[src/rtl/mult4_issue_if.sv]
// Handshake bundle between the operand source, the issue stage and the result sink.
// Ports: in_* operand channel, mul_* multiplier link, out_* result channel, err flag.
interface mult4_issue_if #(
   parameter int TAG_W = 4
);
   logic             in_valid;
   logic             in_ready;
   logic [3:0]       in_a;
   logic [3:0]       in_b;
   logic [3:0]       mul_a;
   logic [3:0]       mul_b;
   logic [8:0]       mul_result;
   logic             out_valid;
   logic             out_ready;
   logic [7:0]       out_result;
   logic [TAG_W-1:0] out_tag;
   logic             err;

   modport slave (
      input  in_valid, in_a, in_b, mul_result, out_ready,
      output in_ready, mul_a, mul_b, out_valid, out_result, out_tag, err
   );

   modport master (
      output in_valid, in_a, in_b, mul_result, out_ready,
      input  in_ready, mul_a, mul_b, out_valid, out_result, out_tag, err
   );
endinterface

[src/rtl/mult4_issue_stage.sv]
// Issue stage ahead of the 4x4 multiplier: operand FIFO, registered operands, result reg.
// Ports: clk, rst (async high), bus (slave). Optional macro MULT4_SELFCHECK_EN drives err.
module mult4_issue_stage #(
   parameter int DEPTH = 4,
   parameter int TAG_W = 4
) (
   input logic          clk,
   input logic          rst,
   mult4_issue_if.slave bus
);
   localparam int PW = $clog2(DEPTH);
   localparam int CW = PW + 1;

   logic [7:0]       mem_q [DEPTH];
   logic [7:0]       mem_d [DEPTH];
   logic [PW-1:0]    wr_q, wr_d;
   logic [PW-1:0]    rd_q, rd_d;
   logic [CW-1:0]    cnt_q, cnt_d;
   logic             ov_q, ov_d;
   logic [7:0]       res_q, res_d;
   logic [TAG_W-1:0] tag_q, tag_d;
   logic [TAG_W-1:0] seq_q, seq_d;
   logic [3:0]       ma_q, ma_d;
   logic [3:0]       mb_q, mb_d;
   logic [7:0]       head;
   logic             push;
   logic             pop;
   logic             unused_msb;

   assign unused_msb = bus.mul_result[8];
   assign bus.in_ready = (cnt_q < CW'(DEPTH));
   assign push = bus.in_valid & bus.in_ready;
   assign pop = (cnt_q != '0) & (~ov_q | bus.out_ready);

   always_comb begin
      mem_d = mem_q;
      wr_d  = wr_q;
      rd_d  = rd_q;
      cnt_d = cnt_q;
      ov_d  = ov_q;
      res_d = res_q;
      tag_d = tag_q;
      seq_d = seq_q;
      if (push) begin
         mem_d[wr_q] = {bus.in_a, bus.in_b};
         wr_d = wr_q + 1'b1;
      end
      if (pop) begin
         res_d = bus.mul_result[7:0];
         tag_d = seq_q;
         ov_d  = 1'b1;
         rd_d  = rd_q + 1'b1;
         seq_d = seq_q + 1'b1;
      end else if (ov_q & bus.out_ready) begin
         ov_d = 1'b0;
      end
      unique case ({push, pop})
         2'b10:   cnt_d = cnt_q + 1'b1;
         2'b01:   cnt_d = cnt_q - 1'b1;
         default: cnt_d = cnt_q;
      endcase
      // Operands are registered from the next head so the multiplier sees no glitches.
      head = mem_d[rd_d];
      ma_d = (cnt_d == '0) ? 4'd0 : head[7:4];
      mb_d = (cnt_d == '0) ? 4'd0 : head[3:0];
   end

   always_ff @(posedge clk or posedge rst) begin
      if (rst) begin
         for (int i = 0; i < DEPTH; i++) mem_q[i] <= '0;
         wr_q  <= '0;
         rd_q  <= '0;
         cnt_q <= '0;
         ov_q  <= 1'b0;
         res_q <= '0;
         tag_q <= '0;
         seq_q <= '0;
         ma_q  <= '0;
         mb_q  <= '0;
      end else begin
         mem_q <= mem_d;
         wr_q  <= wr_d;
         rd_q  <= rd_d;
         cnt_q <= cnt_d;
         ov_q  <= ov_d;
         res_q <= res_d;
         tag_q <= tag_d;
         seq_q <= seq_d;
         ma_q  <= ma_d;
         mb_q  <= mb_d;
      end
   end

   assign bus.mul_a      = ma_q;
   assign bus.mul_b      = mb_q;
   assign bus.out_valid  = ov_q;
   assign bus.out_result = res_q;
   assign bus.out_tag    = tag_q;

`ifdef MULT4_SELFCHECK_EN
   logic err_q, err_d;
   logic [7:0] ref_prod;

   assign ref_prod = {4'd0, ma_q} * {4'd0, mb_q};

   always_comb begin
      err_d = err_q;
      if (pop && (bus.mul_result[7:0] != ref_prod)) err_d = 1'b1;
   end

   always_ff @(posedge clk or posedge rst) begin
      if (rst) err_q <= 1'b0;
      else     err_q <= err_d;
   end

   assign bus.err = err_q;
`else
   assign bus.err = 1'b0;
`endif
endmodule
[src/flat_wrapper.sv]
// flat-port wrapper written by rule: the top's interface ports become plain ports
module mult4_issue_stage_flat 
#(
   parameter int DEPTH = 4,
   parameter int TAG_W = 4
)
  (clk, rst, bus_in_valid, bus_in_a, bus_in_b, bus_mul_result, bus_out_ready, bus_in_ready, bus_mul_a, bus_mul_b, bus_out_valid, bus_out_result, bus_out_tag, bus_err);
  mult4_issue_if #(.TAG_W(TAG_W)) bus_i ();
  input logic clk;
  input logic rst;
  input wire logic [$bits(bus_i.in_valid)-1:0] bus_in_valid;
  input wire logic [$bits(bus_i.in_a)-1:0] bus_in_a;
  input wire logic [$bits(bus_i.in_b)-1:0] bus_in_b;
  input wire logic [$bits(bus_i.mul_result)-1:0] bus_mul_result;
  input wire logic [$bits(bus_i.out_ready)-1:0] bus_out_ready;
  output wire logic [$bits(bus_i.in_ready)-1:0] bus_in_ready;
  output wire logic [$bits(bus_i.mul_a)-1:0] bus_mul_a;
  output wire logic [$bits(bus_i.mul_b)-1:0] bus_mul_b;
  output wire logic [$bits(bus_i.out_valid)-1:0] bus_out_valid;
  output wire logic [$bits(bus_i.out_result)-1:0] bus_out_result;
  output wire logic [$bits(bus_i.out_tag)-1:0] bus_out_tag;
  output wire logic [$bits(bus_i.err)-1:0] bus_err;
  assign bus_i.in_valid = bus_in_valid;
  assign bus_i.in_a = bus_in_a;
  assign bus_i.in_b = bus_in_b;
  assign bus_i.mul_result = bus_mul_result;
  assign bus_i.out_ready = bus_out_ready;
  assign bus_in_ready = bus_i.in_ready;
  assign bus_mul_a = bus_i.mul_a;
  assign bus_mul_b = bus_i.mul_b;
  assign bus_out_valid = bus_i.out_valid;
  assign bus_out_result = bus_i.out_result;
  assign bus_out_tag = bus_i.out_tag;
  assign bus_err = bus_i.err;
  mult4_issue_stage #(.DEPTH(DEPTH), .TAG_W(TAG_W)) u_core (.clk(clk), .rst(rst), .bus(bus_i));
endmodule
[config.mk]
export PLATFORM = sky130hd
export DESIGN_NAME = mult4_issue_stage_flat
export DESIGN_NICKNAME = d
export VERILOG_FILES = /design/src/rtl/mult4_issue_if.sv /design/src/rtl/mult4_issue_stage.sv /design/src/flat_wrapper.sv
export SDC_FILE = /design/constraint.sdc
export NUM_CORES = 1
export LEC_CHECK = 0
export CORE_MARGIN = 10
export CORE_UTILIZATION = 40
export CTS_CLUSTER_SIZE = 12
export DETAILED_ROUTE_END_ITERATION = 10
export PLACE_DENSITY = 0.71
export SYNTH_ARGS = -nofsm -noshare
export SYNTH_HDL_FRONTEND = slang
export SYNTH_SLANG_ARGS = --single-unit
[constraint.sdc]
create_clock -name clk -period 3.74 [get_ports clk]
set_input_delay 0.748 -clock clk [delete_from_list [all_inputs] [get_ports clk]]
set_output_delay 0.748 -clock clk [all_outputs]
set_load 0.02 [all_outputs]
==> impl_metrics.tcl, run 1 <==
set metrics [dict create \
    cts_root_buffer "clkbuf_8" \
    finalCriticalPeriod_ns 3.25 \
    timing.hold.ws_ns 0.473 \
    run_status "completed" \
    postCtsHoldBufs 0 \
    vias 2279 \
    ys_ff_latch 64 \
    p_sw_w 0.00142 \
    finalPower_w 0.00364 \
    drt_pass1_iterations 4 \
    cap_viol_max_count 0 \
    synthAdderAreaFrac_pct 3.07 \
    post-dp-hpwl_um 4710 \
    swShare_pct 39.0 \
    syn_to_final_growth_pct 22.6 \
    fin_tns_setup_ns 0 \
    cts_tree "yes" \
    fmax_mhz 307 \
    cts_max_level 3 \
    finalHoldViolations 0 \
    hold_path.startpoint "u_core.seq_q[3]" \
    cp.required_ns 4.00 \
    setup_viol 0 \
    antenna_found_initial 0 \
    initial_utilization_pct 40.5 \
    leakage_nw 1.67 \
    drc 0 \
    grt_usage_pct 12.7 \
    dieArea_sq_um 11700 \
    drv_slew 0 \
    cts_sinks 64 \
    crit_path_end_kind "register" \
    seqPwrFrac_pct 34.2 \
    syn_area_sq_um 3100 \
    cp-startpoint "bus_out_ready" \
    antenna_cells 0 \
    io_buffers 41 \
    clk_latency_ns 0.35 \
    via_per_inst 5.16 \
    multi_input_area_sq_um 1360 \
    grt_first_pass_wirelength_um 11800 \
    ys_async_sr_fraction_pct 100 \
    fin_skew_ns 0.00872 \
    synth_mux_area_share_pct 10.5 \
    netlist_instances 292 \
    path_clk_slew_ns 0.07 \
    post-route-util_pct 49.7 \
    overflow 0 \
    synth-simple-area-share_pct 15.8 \
    synth_compound_area_share_pct 12.7 \
    cp.arrival_ns 3.52 \
    r2r_start "u_core.cnt_q[2]" \
    core-area_sq_um 7650 \
    synth_top_family_by_area "simple AND/OR/NAND/NOR gates" \
    criticalPathCategory "input pin to register" \
    rsz0062_at_grt "false" \
    synth-xor-area-share_pct 1.69 \
    die_w_um 108 \
    synth_ff_type "dfrtp_1" \
    vdd_drop_max_mv 0.252 \
    grt_max_degree 65 \
    wl_per_cell_um 15.6 \
    ios 44 \
    yosys.cell_types.count 39 \
    grt_pass1_vias 2384 \
    numCtsBuffers 9 \
    synth_nets 320 \
    p_comb_share_pct 49.6 \
    yosysWarnings 0 \
    fp.dieH_um 108 \
    p_per_area_nw_per_um2 957 \
    tightest_slew_ns 0.799 \
    num_rows 32 \
    crit_path_start_kind "input pin" \
    ant_nets 0 \
    seqCellArea_sq_um 1600 \
    cts.path.max_buffers 2 \
    post_cts_buffers 0 \
    post_cts_resized 0 \
    period_share_pct 87.0 \
    hp-class "register to register" \
    yosysSeqAreaShare_pct 51.7 \
    internal_power_w 0.00222 \
    gp_congestion 0.784 \
    crit_fanout 8 \
    relSlewSlack_pct 46.7 \
    drive_above_1_share_pct 18.8 \
    synth_edf_count 0 \
    drt-total-wl_um 6900 \
    nNetsFinal 363 \
    synth_area_per_cell_sq_um 10.6 \
    fill_cells 714 \
    dr.first_iter.drc_count 159 \
    power.share.clock_pct 16.2 \
]
-- power groups by stage --
stage | sequential [W] | combinational [W] | clock [W]
2_1_floorplan | 0.00135 | 0.00117 | 0
3_3_place_gp | 0.00124 | 0.00176 | 0
3_5_place_dp | 0.00126 | 0.00181 | 0
4_1_cts | 0.00125 | 0.00181 | 0.000607
5_1_grt | 0.00130 | 0.00198 | 0.000633
6_report | 0.00124 | 0.00180 | 0.000591
-- metrics by stage --
| step | std cells | setup WS (ns) | area (sq um) |
|---|---|---|---|
| after detailed placement | 426 | 0.105 | 3610 |
| after global placement | 426 | 0.163 | 3610 |
| after floorplan | 292 | 0.385 | 3100 |
| after global routing | 442 | 0.317 | 3800 |
| after CTS | 442 | 0.482 | 3800 |
| final | 442 | 0.485 | 3800 |
-- flip-flops by register name, indices dropped and copies added (netlist names) --
signal and cells:
u_core.bus.mul_b 4, u_core.bus.mul_a 4, u_core.bus.out_tag 4, u_core.seq_q 4, u_core.cnt_q 3, u_core.bus.out_result 8
u_core.mem_q 32, u_core.rd_q 2, u_core.bus.out_valid 1, u_core.wr_q 2
-- cell usage in the layout (no fill, tap or decap), drive strengths merged --
cell type	Yosys	final
and4	1	1
a21oi	16	16
and3b	2	2
or2	1	1
bufinv	0	1
xor2	2	2
clkbuf	9	10
dfrtp	64	64
conb	1	1
or4b	1	1
a2bb2oi	1	1
or3	3	3
o311ai	16	16
nor3	1	1
nand3b	1	1
a22oi	1	1
nand4	1	1
buf	9	9
and2	3	3
nor2b	2	2
a31oi	1	1
o22ai	8	8
a21o	2	2
clkdlybuf4s50	0	41
mux2	29	29
nand2	55	55
nand2b	1	1
clkinv	0	5
fa	1	1
ha	6	6
nand3	18	18
o21ai	4	4
nor2	17	17
a211oi	1	1
xnor2	4	4
inv	10	10
-- path summary, 6_finish.rpt --
kind	slack [ns]	depth (start not counted)	endpoint
max reg2reg	0.78	11	u_core.bus.mul_b[1]
min	0.47	1	u_core.seq_q[3]
max in group asynchronous	2.25	3	u_core.mem_q[8]
max	0.49	12	u_core.bus.mul_b[1]
min reg2reg	0.47	1	u_core.seq_q[3]
min in group asynchronous	0.94	3	u_core.bus.out_result[1]
-- logic make-up (layout without fill, tap and decap cells) --
kind of cell	count (synthesis)	count (layout)
compound gates	50	50
xor+xnor	6	6
fa+ha+maj	7	7
buf+inv	28	76
flops	64	64
mux	29	29
other cells	1	1
simple gates	107	107
-- cells in the mapped netlist (4+ instances only) --
cell type	count	share of area (%)
xnor2_1	4	1.1
buf_2	5	0.81
o22ai_1	8	1.6
inv_1	10	1.2
a21oi_1	16	2.6
ha_1	6	2.4
mux2_2	29	11
o311ai_1	12	3.4
clkbuf_1	9	1.1
nand2_1	55	6.7
dfrtp_1	64	52
nor2_1	17	2.1
nand3_1	18	2.9
-- area by class of cell --
type / count / area share, %
sequential: 64 / 42.1
multi-input combinational: 200 / 35.8
timing repair buffer: 50 / 12.6
clock buffer: 10 / 3.62
tap: 102 / 3.36
clock inverter: 6 / 1.55
inverter: 10 / 0.987
-- layer usage --
metal / routed length [um] / vias up / track usage (%)
li1: - / 1103 / -
met1: 2880 / 1095 / 15.4
met4: 178 / 0 / 6.87
met3: 376 / 16 / 2.74
met5: 0 / - / 0
met2: 3470 / 65 / 20.5
-- worst max-delay path: stages --
cell and delay, ns:
clkdlybuf4s50_1 0.47, nor2b_1 0.07, nor2_1 0.17, ha_1 0.21, inv_1 0.06, fa_1 0.37, xor2_1 0.16, or3_1 0.37
buf_4 0.17, a2bb2oi_4 0.27, o311ai_0 0.23, o22ai_1 0.22
Note: power is estimated with default switching activity, not from simulation.
==> run 2, diff against run 1 <==
SKIP_LAST_GASP = 1   (was default)
==> results of run 2 <==
The final DEF is identical to that of run 1; final timing and power are the same.
==> run 3, diff against run 2 <==
--- a/config.mk
+++ b/config.mk
@@ -11,2 +11,3 @@
 export DETAILED_ROUTE_END_ITERATION = 10
+export GPL_ROUTABILITY_DRIVEN = 0
 export PLACE_DENSITY = 0.71
==> constraint.sdc (replaced) <==
create_clock -name clk -period 3.74 [get_ports clk]
set_input_delay 1.122 -clock clk [delete_from_list [all_inputs] [get_ports clk]]
set_output_delay 1.122 -clock clk [all_outputs]
set_load 0.02 [all_outputs]
==> impl_metrics.tcl, run 3 (same netlist as run 1, synthesis figures left out) <==
set metrics [dict create \
    slowest_delay_ns 0.47 \
    grt_max_degree 65 \
    grt_first_pass_wirelength_um 11500 \
    cts_sinks 64 \
    criticalPathCategory "input pin to register" \
    layout.cells.most_common_list "dfrtp_1 (64), nand2_1 (55), clkdlybuf4s50_1 (41), mux2_2 (29)" \
    io_buffers 41 \
    largest-register "u_core.mem_q" \
    hp-class "register to register" \
    die_w_um 108 \
    vdd_drop_max_mv 0.276 \
    period_share_pct 94.6 \
    cts_max_level 3 \
    drive_above_1_share_pct 21.2 \
    clk_latency_ns 0.34 \
    setup_viol 0 \
    ant_nets 0 \
    dieArea_sq_um 11700 \
    p_comb_share_pct 49.5 \
    internal_power_w 0.00238 \
    cp.arrival_ns 3.77 \
    antenna_cells 0 \
    antenna_found_initial 0 \
    cts_root_buffer "clkbuf_8" \
    num_rows 32 \
    fin_skew_ns 0.00955 \
    drv_slew 0 \
    final_cell_area_sq_um 3910 \
    cts_tree "yes" \
    swShare_pct 37.5 \
    numCtsBuffers 9 \
    worstPathCellList "clkdlybuf4s50_1 -> nor2b_1 -> nor2_2 -> ha_1 -> inv_1 -> fa_1 -> xor2_1 -> or3_1 -> buf_4 -> a2bb2oi_4 -> o311ai_1 -> o22ai_1" \
    fin_tns_setup_ns 0 \
    dr.first_iter.drc_count 164 \
    crit_fanout 8 \
    largest_register_ffs 32 \
    postCtsHoldBufs 0 \
    finalHoldViolations 0 \
    grt_pass1_vias 2307 \
    overflow 0 \
    core-area_sq_um 7650 \
    finalPower_w 0.00380 \
    drc 0 \
    final_common_cell "dfrtp_1" \
    wl_per_cell_um 15.1 \
    vias 2323 \
    drt-total-wl_um 6800 \
    rsz0062_at_grt "false" \
    drt_pass1_iterations 4 \
    grt_usage_pct 12.3 \
    cap_viol_max_count 0 \
    cts.path.max_buffers 2 \
    leakage_nw 1.72 \
    relSlewSlack_pct 47.0 \
    p_per_area_nw_per_um2 974 \
    seqPwrFrac_pct 32.7 \
    ios 44 \
    fp.dieH_um 108 \
    path_clk_slew_ns 0.07 \
    fill_cells 683 \
    fmax_mhz 283 \
    tightest_slew_ns 0.795 \
    timing.final.ws_setup_ns 0.203 \
    run_status "completed" \
    crit_path_end_kind "register" \
    crit_path_start_kind "input pin" \
    power.share.clock_pct 17.8 \
    p_sw_w 0.00143 \
    post-dp-hpwl_um 4620 \
    nNetsFinal 372 \
    cp.required_ns 3.97 \
    initial_utilization_pct 40.5 \
    syn_to_final_growth_pct 26.0 \
    dpl_worst_slack_ns -0.183 \
    dpl_cell_area_sq_um 3670 \
    slowest_stage "clkdlybuf4s50_1" \
    finalCriticalPeriod_ns 3.54 \
    via_per_inst 5.15 \
]
-- run 3: power groups by stage --
stage / Sequential (W) / Combinational (W) / Clock [W]
floorplan: 0.00135 / 0.00117 / 0
global placement: 0.00124 / 0.00182 / 0
detailed placement: 0.00125 / 0.00186 / 0
CTS: 0.00124 / 0.00187 / 0.000686
global route: 0.00129 / 0.00207 / 0.000717
finish: 0.00124 / 0.00188 / 0.000677
-- run 3: path summary, 6_finish.rpt --
kind	from	endpoint	slack, ns	depth (start not counted)
max	bus_out_ready	u_core.bus.mul_a[3]	0.20	12
min	u_core.seq_q[3]	u_core.seq_q[3]	0.47	1
max reg2reg	u_core.cnt_q[2]	u_core.bus.mul_a[3]	0.82	11
min reg2reg	u_core.seq_q[3]	u_core.seq_q[3]	0.47	1
max in group asynchronous	rst	u_core.mem_q[23]	1.88	3
min in group asynchronous	rst	u_core.bus.out_result[5]	1.33	3
-- run 3: cell type report --
class / instances / area (sq um) / area share, %
Clock buffer: 11 / 151 / 3.88
Clock inverter: 5 / 78.8 / 2.02
Inverter: 10 / 37.5 / 0.961
Multi-Input combinational cell: 200 / 1360 / 34.9
Sequential cell: 64 / 1600 / 41.0
Tap cell: 102 / 128 / 3.27
Timing Repair Buffer: 59 / 546 / 14.0
-- run 3: stage by stage --
step	utilization, %	hold slack [ns]	instances
6_report	51.1	0.472	451
3_5_place_dp	47.9	0.459	434
4_1_cts	50.9	0.474	450
5_1_grt	51.1	0.496	451
2_1_floorplan	-	0.440	292
3_3_place_gp	47.9	0.455	434
-- run 3: what timing repair did --
action / in CTS / in global routing
endpoints found under the setup margin: 0 / 5
gates resized for setup: 0 / 1
hold endpoints to repair: 0 / 0
setup buffers: 0 / 1
-- run 3: critical path: cells and delay by family --
family                     cells  cell delay [ns]
AOI/OAI and AO/OA              3             0.66
xor gates and xnor gates       1             0.16
adders and majority gates      2             0.56
buffers and inverters          3             0.70
and+or+nand+nor                3             0.58
-- run 3: metal layers --
layer	global-route usage [%]	share of wire [%]
met4	6.39	2.2
met2	18.8	48
met5	0	0
met3	2.68	4.9
met1	15.9	45
